File: src/rtl/pdm_modulator16_pkg.sv
// Shared widths and window constants for the 16-bit pulse-density modulator.
// window_len() maps the latched MODE bit to the window length in cycles.
package pdm_modulator16_pkg;

  localparam int SAMPLE_W = 16;
  localparam int ACC_W    = 18;
  localparam int WIN_W    = 17;

  localparam logic [WIN_W-1:0] W_FULL = 17'd65536;
  localparam logic [WIN_W-1:0] W_HALF = 17'd32768;

  function automatic logic [WIN_W-1:0] window_len(input logic mode);
    return mode ? W_HALF : W_FULL;
  endfunction

endpackage

File: src/rtl/pdm_modulator16_if.sv
// Sample input handshake: the producer drives din/din_valid, the modulator
// drives din_ready.
interface pdm_modulator16_if;
  import pdm_modulator16_pkg::*;

  logic [SAMPLE_W-1:0] din;
  logic                din_valid;
  logic                din_ready;

  modport master (output din, output din_valid, input din_ready);
  modport slave  (input din, input din_valid, output din_ready);

endinterface

File: src/rtl/pdm_modulator16_window_timer.sv
// Window timer: cycle index within the window, latched mode and FRAME strobe.
// o_boundary is high on the edge that starts a new window (including the first edge after reset).
module pdm_modulator16_window_timer
  import pdm_modulator16_pkg::*;
(
  input  logic                i_clk,
  input  logic                i_rst,
  input  logic                i_mode,
  output logic                o_boundary,
  output logic                o_mode_nxt,
  output logic [SAMPLE_W-1:0] o_timer,
  output logic                o_frame
);

  logic                r_started;
  logic                r_mode_act;
  logic [SAMPLE_W-1:0] r_timer;
  logic                r_frame;
  logic [WIN_W-1:0]    w_last;

  assign w_last     = window_len(r_mode_act) - 17'd1;
  assign o_boundary = !r_started || ({1'b0, r_timer} == w_last);
  // Mode the datapath must use on this edge: a boundary edge already computes the new window's first bit.
  assign o_mode_nxt = o_boundary ? i_mode : r_mode_act;
  assign o_timer    = r_timer;
  assign o_frame    = r_frame;

  always_ff @(posedge i_clk or posedge i_rst) begin
    if (i_rst) begin
      r_started  <= 1'b0;
      r_mode_act <= 1'b0;
      r_timer    <= '0;
      r_frame    <= 1'b0;
    end else begin
      r_started <= 1'b1;
      r_frame   <= o_boundary;
      if (o_boundary) begin
        r_timer    <= '0;
        r_mode_act <= i_mode;
      end else begin
        r_timer <= r_timer + 16'd1;
      end
    end
  end

endmodule

File: src/rtl/pdm_modulator16.sv
// First-order delta-sigma modulator: D ones per W-cycle window on o_vmod.
// Samples are held one deep and only take effect at window boundaries.
module pdm_modulator16
  import pdm_modulator16_pkg::*;
(
  input  logic                i_clk,
  input  logic                i_rst,
  pdm_modulator16_if.slave    s_in,
  input  logic                i_mode,
  output logic                o_vmod,
  output logic                o_frame,
  output logic [SAMPLE_W-1:0] o_timer,
  output logic                o_underrun
);

  function automatic logic [WIN_W-1:0] sat_to_window(input logic [SAMPLE_W-1:0] val,
                                                     input logic [WIN_W-1:0]    win);
    return ({1'b0, val} > win) ? win : {1'b0, val};
  endfunction

  logic                r_hold_full;
  logic [SAMPLE_W-1:0] r_hold;
  logic [SAMPLE_W-1:0] r_active;
  logic [ACC_W-1:0]    r_acc;
  logic                r_vmod;
  logic                r_underrun;

  logic                w_boundary;
  logic                w_mode_nxt;
  logic                w_accept;
  logic [SAMPLE_W-1:0] w_active_nxt;
  logic [WIN_W-1:0]    w_win;
  logic [WIN_W-1:0]    w_d;
  logic [ACC_W-1:0]    w_acc_in;
  logic [ACC_W-1:0]    w_sum;
  logic                w_fire;

  pdm_modulator16_window_timer u_timer (
    .i_clk      (i_clk),
    .i_rst      (i_rst),
    .i_mode     (i_mode),
    .o_boundary (w_boundary),
    .o_mode_nxt (w_mode_nxt),
    .o_timer    (o_timer),
    .o_frame    (o_frame)
  );

  assign s_in.din_ready = !r_hold_full;
  assign w_accept       = s_in.din_valid && !r_hold_full;

  // Active select: held sample first, then same-edge bypass, else repeat.
  always_comb begin
    w_active_nxt = r_active;
    if (w_boundary) begin
      if (r_hold_full)   w_active_nxt = r_hold;
      else if (w_accept) w_active_nxt = s_in.din;
    end
  end

  // Accumulate stage: clamp to the window, add, subtract W on overflow.
  assign w_win    = window_len(w_mode_nxt);
  assign w_d      = sat_to_window(w_active_nxt, w_win);
  assign w_acc_in = w_boundary ? '0 : r_acc;
  assign w_sum    = w_acc_in + {1'b0, w_d};
  assign w_fire   = (w_sum >= {1'b0, w_win});

  always_ff @(posedge i_clk or posedge i_rst) begin
    if (i_rst) begin
      r_hold_full <= 1'b0;
      r_active    <= '0;
      r_acc       <= '0;
      r_vmod      <= 1'b0;
      r_underrun  <= 1'b0;
    end else begin
      r_active   <= w_active_nxt;
      r_vmod     <= w_fire;
      r_acc      <= w_fire ? (w_sum - {1'b0, w_win}) : w_sum;
      r_underrun <= w_boundary && !r_hold_full && !w_accept;
      if (w_boundary)    r_hold_full <= 1'b0;
      else if (w_accept) r_hold_full <= 1'b1;
    end
  end

  always_ff @(posedge i_clk) begin
    if (w_accept && !w_boundary) r_hold <= s_in.din;
  end

  assign o_vmod     = r_vmod;
  assign o_underrun = r_underrun;

endmodule

File: src/flat_wrapper.sv
// flat-port wrapper written by rule: the top's interface ports become plain ports
module pdm_modulator16_flat import pdm_modulator16_pkg::*;
  (i_clk, i_rst, i_mode, o_vmod, o_frame, o_timer, o_underrun, s_in_din, s_in_din_valid, s_in_din_ready);
  pdm_modulator16_if s_in_i ();
  input  logic i_clk;
  input  logic i_rst;
  input  logic i_mode;
  output logic o_vmod;
  output logic o_frame;
  output logic [SAMPLE_W-1:0] o_timer;
  output logic o_underrun;
  input wire logic [$bits(s_in_i.din)-1:0] s_in_din;
  input wire logic [$bits(s_in_i.din_valid)-1:0] s_in_din_valid;
  output wire logic [$bits(s_in_i.din_ready)-1:0] s_in_din_ready;
  assign s_in_i.din = s_in_din;
  assign s_in_i.din_valid = s_in_din_valid;
  assign s_in_din_ready = s_in_i.din_ready;
  pdm_modulator16 u_core (.i_clk(i_clk), .i_rst(i_rst), .s_in(s_in_i), .i_mode(i_mode), .o_vmod(o_vmod), .o_frame(o_frame), .o_timer(o_timer), .o_underrun(o_underrun));
endmodule
File: config.mk
export PLATFORM = sky130hd
export DESIGN_NAME = pdm_modulator16_flat
export DESIGN_NICKNAME = d
export VERILOG_FILES = /design/src/rtl/pdm_modulator16_pkg.sv /design/src/rtl/pdm_modulator16_if.sv /design/src/rtl/pdm_modulator16_window_timer.sv /design/src/rtl/pdm_modulator16.sv /design/src/flat_wrapper.sv
export SDC_FILE = /design/constraint.sdc
export NUM_CORES = 1
export LEC_CHECK = 0
export ABC_CLOCK_PERIOD_IN_PS = 16800
export CAP_MARGIN = 25
export CELL_PAD_IN_SITES_DETAIL_PLACEMENT = 0
export CELL_PAD_IN_SITES_GLOBAL_PLACEMENT = 2
export CORE_ASPECT_RATIO = 0.8
export CORE_UTILIZATION = 35
export CTS_BUF_LIST = sky130_fd_sc_hd__clkbuf_16
export DETAILED_ROUTE_END_ITERATION = 16
export HOLD_SLACK_MARGIN = 0.02
export PLACE_DENSITY = 0.81
export SYNTH_ARGS = -nofsm -noshare
export SYNTH_HDL_FRONTEND = slang
export SYNTH_HIERARCHICAL = 1
export SYNTH_SLANG_ARGS = --single-unit
File: constraint.sdc
create_clock -name i_clk -period 16.8 [get_ports i_clk]
set_clock_uncertainty 0.05 [all_clocks]
set_input_delay 1.68 -clock i_clk [delete_from_list [all_inputs] [get_ports i_clk]]
set_output_delay 1.68 -clock i_clk [all_outputs]
set_load 0.02 [all_outputs]
# [Word level (Yosys, flattened, before mapping)]
# Index checks and enable logic that the tools add are counted.
[op_classes] div_mod_pow=0 magnitude_cmp=2 n_mul=0 bitwise_logic=0 addsub=4 n_reduce_logical=10 shifts=0 muxes=12 eq_ne=1
[op_table] op="2-to-1 mux 16 bit" n=4
[op_table] op="2-to-1 mux 17 bit" n=3
[op_table] op="2-to-1 mux 18 bit" n=2
[op_table] op="adder 18 x 17 -> 18 bit" n=1
[op_table] op=">= comparator 18 x 17 -> 1 bit" n=1
[op_table] op="subtractor 18 x 17 -> 18 bit" n=1
[op_table] op="== test 16 x 17 -> 1 bit" n=1
[op_table] op="greater-than comparator 16 x 17 -> 1 bit" n=1
[op_table] op="subtractor 17 x 1 -> 17 bit, second input constant" n=1
[op_table] op="adder 16 x 1 -> 16 bit, second input constant" n=1
[op_table] op="logical AND 1 bit" n=4
[op_table] op="logical NOT 1 bit" n=4
[op_table] op="2-to-1 mux 1 bit" n=3
[op_table] op="nonzero test 2 bit" n=1
[op_table] op="logical OR 1 bit" n=1
[totals] latchBits=0 n_memories=0 elab_cells=39 input_bits=20 mem_bits_ro=0 ramBits=0 ff_bits=72

# [Depth between registers and ports, before layout]
[depth] depth_word=11 depth_mapped=30

# [By module]
# Netlist, hierarchy kept.
[by_module_without_submodules] module="pdm_modulator16" area_per_inst_um2=3191.8 n_inst=1 cells_per_inst=335
[by_module_without_submodules] module="pdm_modulator16_window_timer" area_per_inst_um2=892.1 n_inst=1 cells_per_inst=89

# [Worst setup path after synthesis]
# Ideal clock, no wire load.
[synth_timing] path_type="input port to flip-flop" start="in s_in_din_valid" end="reg u_core.r_acc[16]" t_required_ns=16.613 arrival_time_ns=7.132 path_stages=26 path_slack_ns=9.480 path_buffers=2 path_cell_list="buf_2 -> o21ai_1 -> buf_2 -> a22o_1 -> ha_1 -> nor3_1 -> nand3_1 -> o31a_1 -> nand2b_1 -> fa_1 -> nand2b_1 -> a211oi_1 -> o211ai_1 -> a31oi_1 -> a21o_1 -> a21oi_1 -> xor2_1 -> inv_1 -> ha_1 -> nor3b_1 -> o2111ai_1 -> a2111oi_0 -> o2111ai_1 -> or4_4 -> and3_4 -> mux2i_1"
[synth_via] elab_chain_len=9 elab_cells_between_ends=10 cone_classes="2 x add/sub; 2 x order compare; 5 x mux; 1 x reduce/logical"
[synth_lines] item="from (decl)" line_no="flat_wrapper.sv:13" rtl="input wire logic [$bits(s_in_i.din_valid)-1:0] s_in_din_valid;"
[synth_lines] item="logical AND 1 bit *" line_no="pdm_modulator16.sv:49" rtl="assign w_accept = s_in.din_valid && !r_hold_full;"
[synth_lines] item="2-to-1 mux 16 bit *" line_no="pdm_modulator16.sv:56" rtl="else if (w_accept) w_active_nxt = s_in.din;"
[synth_lines] item="2-to-1 mux 16 bit *" line_no="pdm_modulator16.sv:55" rtl="if (r_hold_full) w_active_nxt = r_hold;"
[synth_lines] item="2-to-1 mux 16 bit *" line_no="pdm_modulator16.sv:54" rtl="if (w_boundary) begin"
[synth_lines] item="via u_core.w_active_nxt[15]" line_no="pdm_modulator16.sv:31" rtl="logic [SAMPLE_W-1:0] w_active_nxt;"
[synth_lines] item="greater-than comparator 16 x 17 -> 1 bit" line_no="pdm_modulator16.sv:18" rtl="return ({1'b0, val} > win) ? win : {1'b0, val};"
[synth_lines] item="2-to-1 mux 17 bit *" line_no="pdm_modulator16.sv:18"
[synth_lines] item="adder 18 x 17 -> 18 bit *" line_no="pdm_modulator16.sv:64" rtl="assign w_sum = w_acc_in + {1'b0, w_d};"
[synth_lines] item="subtractor 18 x 17 -> 18 bit / >= comparator 18 x 17 -> 1 bit (equally long branches)" line_no="pdm_modulator16.sv:77, pdm_modulator16.sv:65"
[synth_lines] item="2-to-1 mux 18 bit *" line_no="pdm_modulator16.sv:77" rtl="r_acc <= w_fire ? (w_sum - {1'b0, w_win}) : w_sum;"
[synth_lines] item="to (signal assigned)" line_no="pdm_modulator16.sv:77"
[synth_lines] item="to (decl)" line_no="pdm_modulator16.sv:24" rtl="logic [ACC_W-1:0] r_acc;"
# The timed path passes the listed nets; every way through them passes the cells marked *.
# A chain may end at the register's enable or synchronous reset.

# [Final worst setup path]
[layout_timing] start="in s_in_din_valid" end="reg u_core.r_acc[16]"
[layout_via] elab_chain_len=9 elab_cells_between_ends=10 cone_classes="2 x add/sub; 2 x order compare; 5 x mux; 1 x reduce/logical"
[layout_lines] item="logical AND 1 bit *" line_no="pdm_modulator16.sv:49"
[layout_lines] item="2-to-1 mux 16 bit *" line_no="pdm_modulator16.sv:56"
[layout_lines] item="2-to-1 mux 16 bit *" line_no="pdm_modulator16.sv:55"
[layout_lines] item="2-to-1 mux 16 bit *" line_no="pdm_modulator16.sv:54"
[layout_lines] item="greater-than comparator 16 x 17 -> 1 bit" line_no="pdm_modulator16.sv:18"
[layout_lines] item="2-to-1 mux 17 bit *" line_no="pdm_modulator16.sv:18"
[layout_lines] item="adder 18 x 17 -> 18 bit *" line_no="pdm_modulator16.sv:64"
[layout_lines] item="subtractor 18 x 17 -> 18 bit / >= comparator 18 x 17 -> 1 bit (equally long branches)" line_no="pdm_modulator16.sv:77, pdm_modulator16.sv:65"
[layout_lines] item="2-to-1 mux 18 bit *" line_no="pdm_modulator16.sv:77"
# Every way passes the cells marked *; elsewhere a longest branch is shown, timed or not.

==> metrics.txt <==
vias in the first global route 3103; CP peak stage delay 900 ps; fmax 0.118 GHz; fin crit share 50.5%; min Tclk post-route 8490 ps; CTS sink count 72; Slew HR 50.4%; Final setup viols 0; portion of total power attributed to combinational logic 33.3%; FF+latch count, synth 72; Clock Path Buffers 2; setup TNS 0 ps; Buf/Inv on CP 3; gr usage total 17.6%; Area Growth Syn to Fin 20.4%; Pwr Total 603 uW; ys async rst share 77.8%; # hold bufs at CTS 0; Max-cap violations 0; sequential share of power 36.1%; drt initial violations 146; post-CTS setup buffers 0; required time worst endpoint 16940 ps; multi-input logic area 0.00203 sq mm; placed insts 598; total number of vias 3135; Max VDD drop 0.0000513 V; Pint 409 uW; cell taking the most area after synthesis dfrtp_1; Post-synth EDFFs 16; # DRC 0; Crit. Startpoint s_in_din_valid; Synth Flop Type dfrtp_1; Final Hold Fails 0; R2R Path Start u_core/u_timer/o_timer[0]; crit path capture type flip-flop; CP max stage cell clkdlybuf4s50_1; Mapped Cells 424; Inserted Clock Buffers 9; Clock Latency Late Sink 340 ps; Ports 40; root cell of the clock tree clkbuf_16; first-pass GRT wire length 16400 microns; vias per cell 5.10; Post-DRT Antenna Nets 0; static leakage 0.00218 uW; first drt pass iteration count 4; CP max FO 18; largest net degree at the start of global routing 53; Worst-path clk slew 50 ps; startpoint class of the critical path input port; post-route insts no fill 615; fraction of layout cells with a size suffix above 1 6.37%; WS Path Type input port to flip-flop; post-synth design cell area 0.00408 sq mm; H-tree Lvls 3; RSZ-0062 raised after global routing false; status finished, final reports clean; Synth top area share 34.3%; Switching Share 32.2%; Total Nets Final 509; Vert. Die Dim 98.6 microns; hold_sp u_core/r_active[8]; power density cells 123 mW/mm^2; synthesized area per cell 9.63 sq um; gp weighted congestion 0.789; Tightest Pin Transition 745 ps; Row Count 34; Area contributors post-synth dfrtp_1 34%, edfxtp_1 12%, ha_1 6.4%; per-cell routed wire length 15.4 microns; fill count 1064; die area 0.0121 sq mm; reg2reg setup slack 9190 ps; Register Area 0.00188 sq mm; Net Switching 195 uW; sequential area share after synthesis 46.1%; CTS resizes 0; grt ovf 0; CTS tree built; HPWL after DPL 6750 microns; cell family with the largest share of critical-path delay compound AO/OA/AOI/OAI gates; Routed Wire Length 9460 microns; Fin Hold WS 474 ps; Worst Hold Class flip-flop to flip-flop; Initial Util 36.8%; Die X 123 microns; initial antenna violation count 0; Yosys cell types 58; yosys warns 6; antenna diode count 0; clock network power share 30.6%; Pins Over Slew Limit 0; Core Region 0.0111 sq mm; Mapped Nets 467; Buffers on Ports 39; CP arrival 8630 ps
[cell usage in the layout (no fill, tap or decap), types with 5 or more instances in the layout]
cell type	instances
a21o_1	5
a21oi_1	14
a22o_1	5
a22oi_1	12
and2_1	5
clkbuf_16	9
clkdlybuf4s50_1	39
dfrtp_1	56
edfxtp_1	16
ha_1	21
inv_1	34
nand2_1	44
nand2b_1	7
nand3_1	16
nand3b_1	8
nand4_1	6
nor2_1	45
nor2b_1	23
nor3_1	10
o21ai_0	8
xnor2_1	13
xor2_1	12
[state kept, by name, indices dropped and copies added, names as in the netlist]
signal and count:
u_core/o_underrun 1, u_core/o_vmod 1, u_core/r_acc 18, u_core/r_active 16, u_core/r_hold 16, u_core/r_hold_full 1
u_core/u_timer/o_frame 1, u_core/u_timer/o_timer 16, u_core/u_timer/r_mode_act 1, u_core/u_timer/r_started 1
[tightest hold or removal path, delay by kind of cell (launching register included)]
family / cells / cell delay (ps)
AO/OA/AOI/OAI: 1 / 100
buffers and inverters: 1 / 60
flip-flops: 1 / 320
[per-stage QoR]
stage / setup slack [ps] / util [%] / area, sq um
2_1_floorplan: 9480 / - / 4080
4_1_cts: 7980 / 44.2 / 4910
3_3_place_gp: 7900 / 41.7 / 4630
6_report: 8310 / 44.3 / 4920
5_1_grt: 7560 / 44.3 / 4920
3_5_place_dp: 7650 / 41.7 / 4630
[cell families after synthesis]
family,count (synthesis),synth area share (%)
compound gates,71,12.7
buf+inv,45,4.29
other cells,1,0.0918
xor+xnor,25,5.36
flops,72,46.1
mux,3,0.766
simple gates,184,23.3
fa+ha+maj,23,7.41
[power groups by stage]
stage / Combinational, uW / Clock, uW / Sequential [uW]
floorplan: 150 / 0 / 221
global placement: 201 / 0 / 221
detailed placement: 201 / 0 / 221
CTS: 202 / 191 / 218
global route: 229 / 197 / 222
finish: 201 / 185 / 218
[final timing paths]
path	endpoint	depth (start not counted)
worst max-delay path	u_core/r_acc[16]	25
worst min-delay path	u_core/r_active[8]	2
worst max register to register	u_core/r_acc[16]	28
worst min register to register	u_core/r_active[8]	2
max in group asynchronous	u_core/u_timer/o_frame	2
min in group asynchronous	u_core/u_timer/o_timer[11]	2
[synthesized netlist by cell type, types with 10 or more instances]
cell and count:
nor2_1 45, edfxtp_1 16, nand3_1 16, dfrtp_1 56
inv_1 32, xor2_1 12, nand2_1 44, ha_1 21
nor2b_1 23, a21oi_1 14, xnor2_1 13, a22oi_1 12
nor3_1 10
[cell type report]
type	instances	area share [%]
Inverter	33	2.52
Clock buffer	9	4.58
Timing Repair Buffer	43	8.55
Multi-Input combinational cell	307	41.2
Tap cell	144	3.67
Clock inverter	7	1.17
Sequential cell	72	38.3
[routing by layer]
layer  wire (microns)  track usage (%)  vias to the layer above
met3              442             3.99                        9
met5                0                0                        -
met4              102             5.35                        0
met1             4760             25.7                     1494
li1                 -                -                     1569
met2             4150             25.6                       63
(Power assumes the default switching activity.)
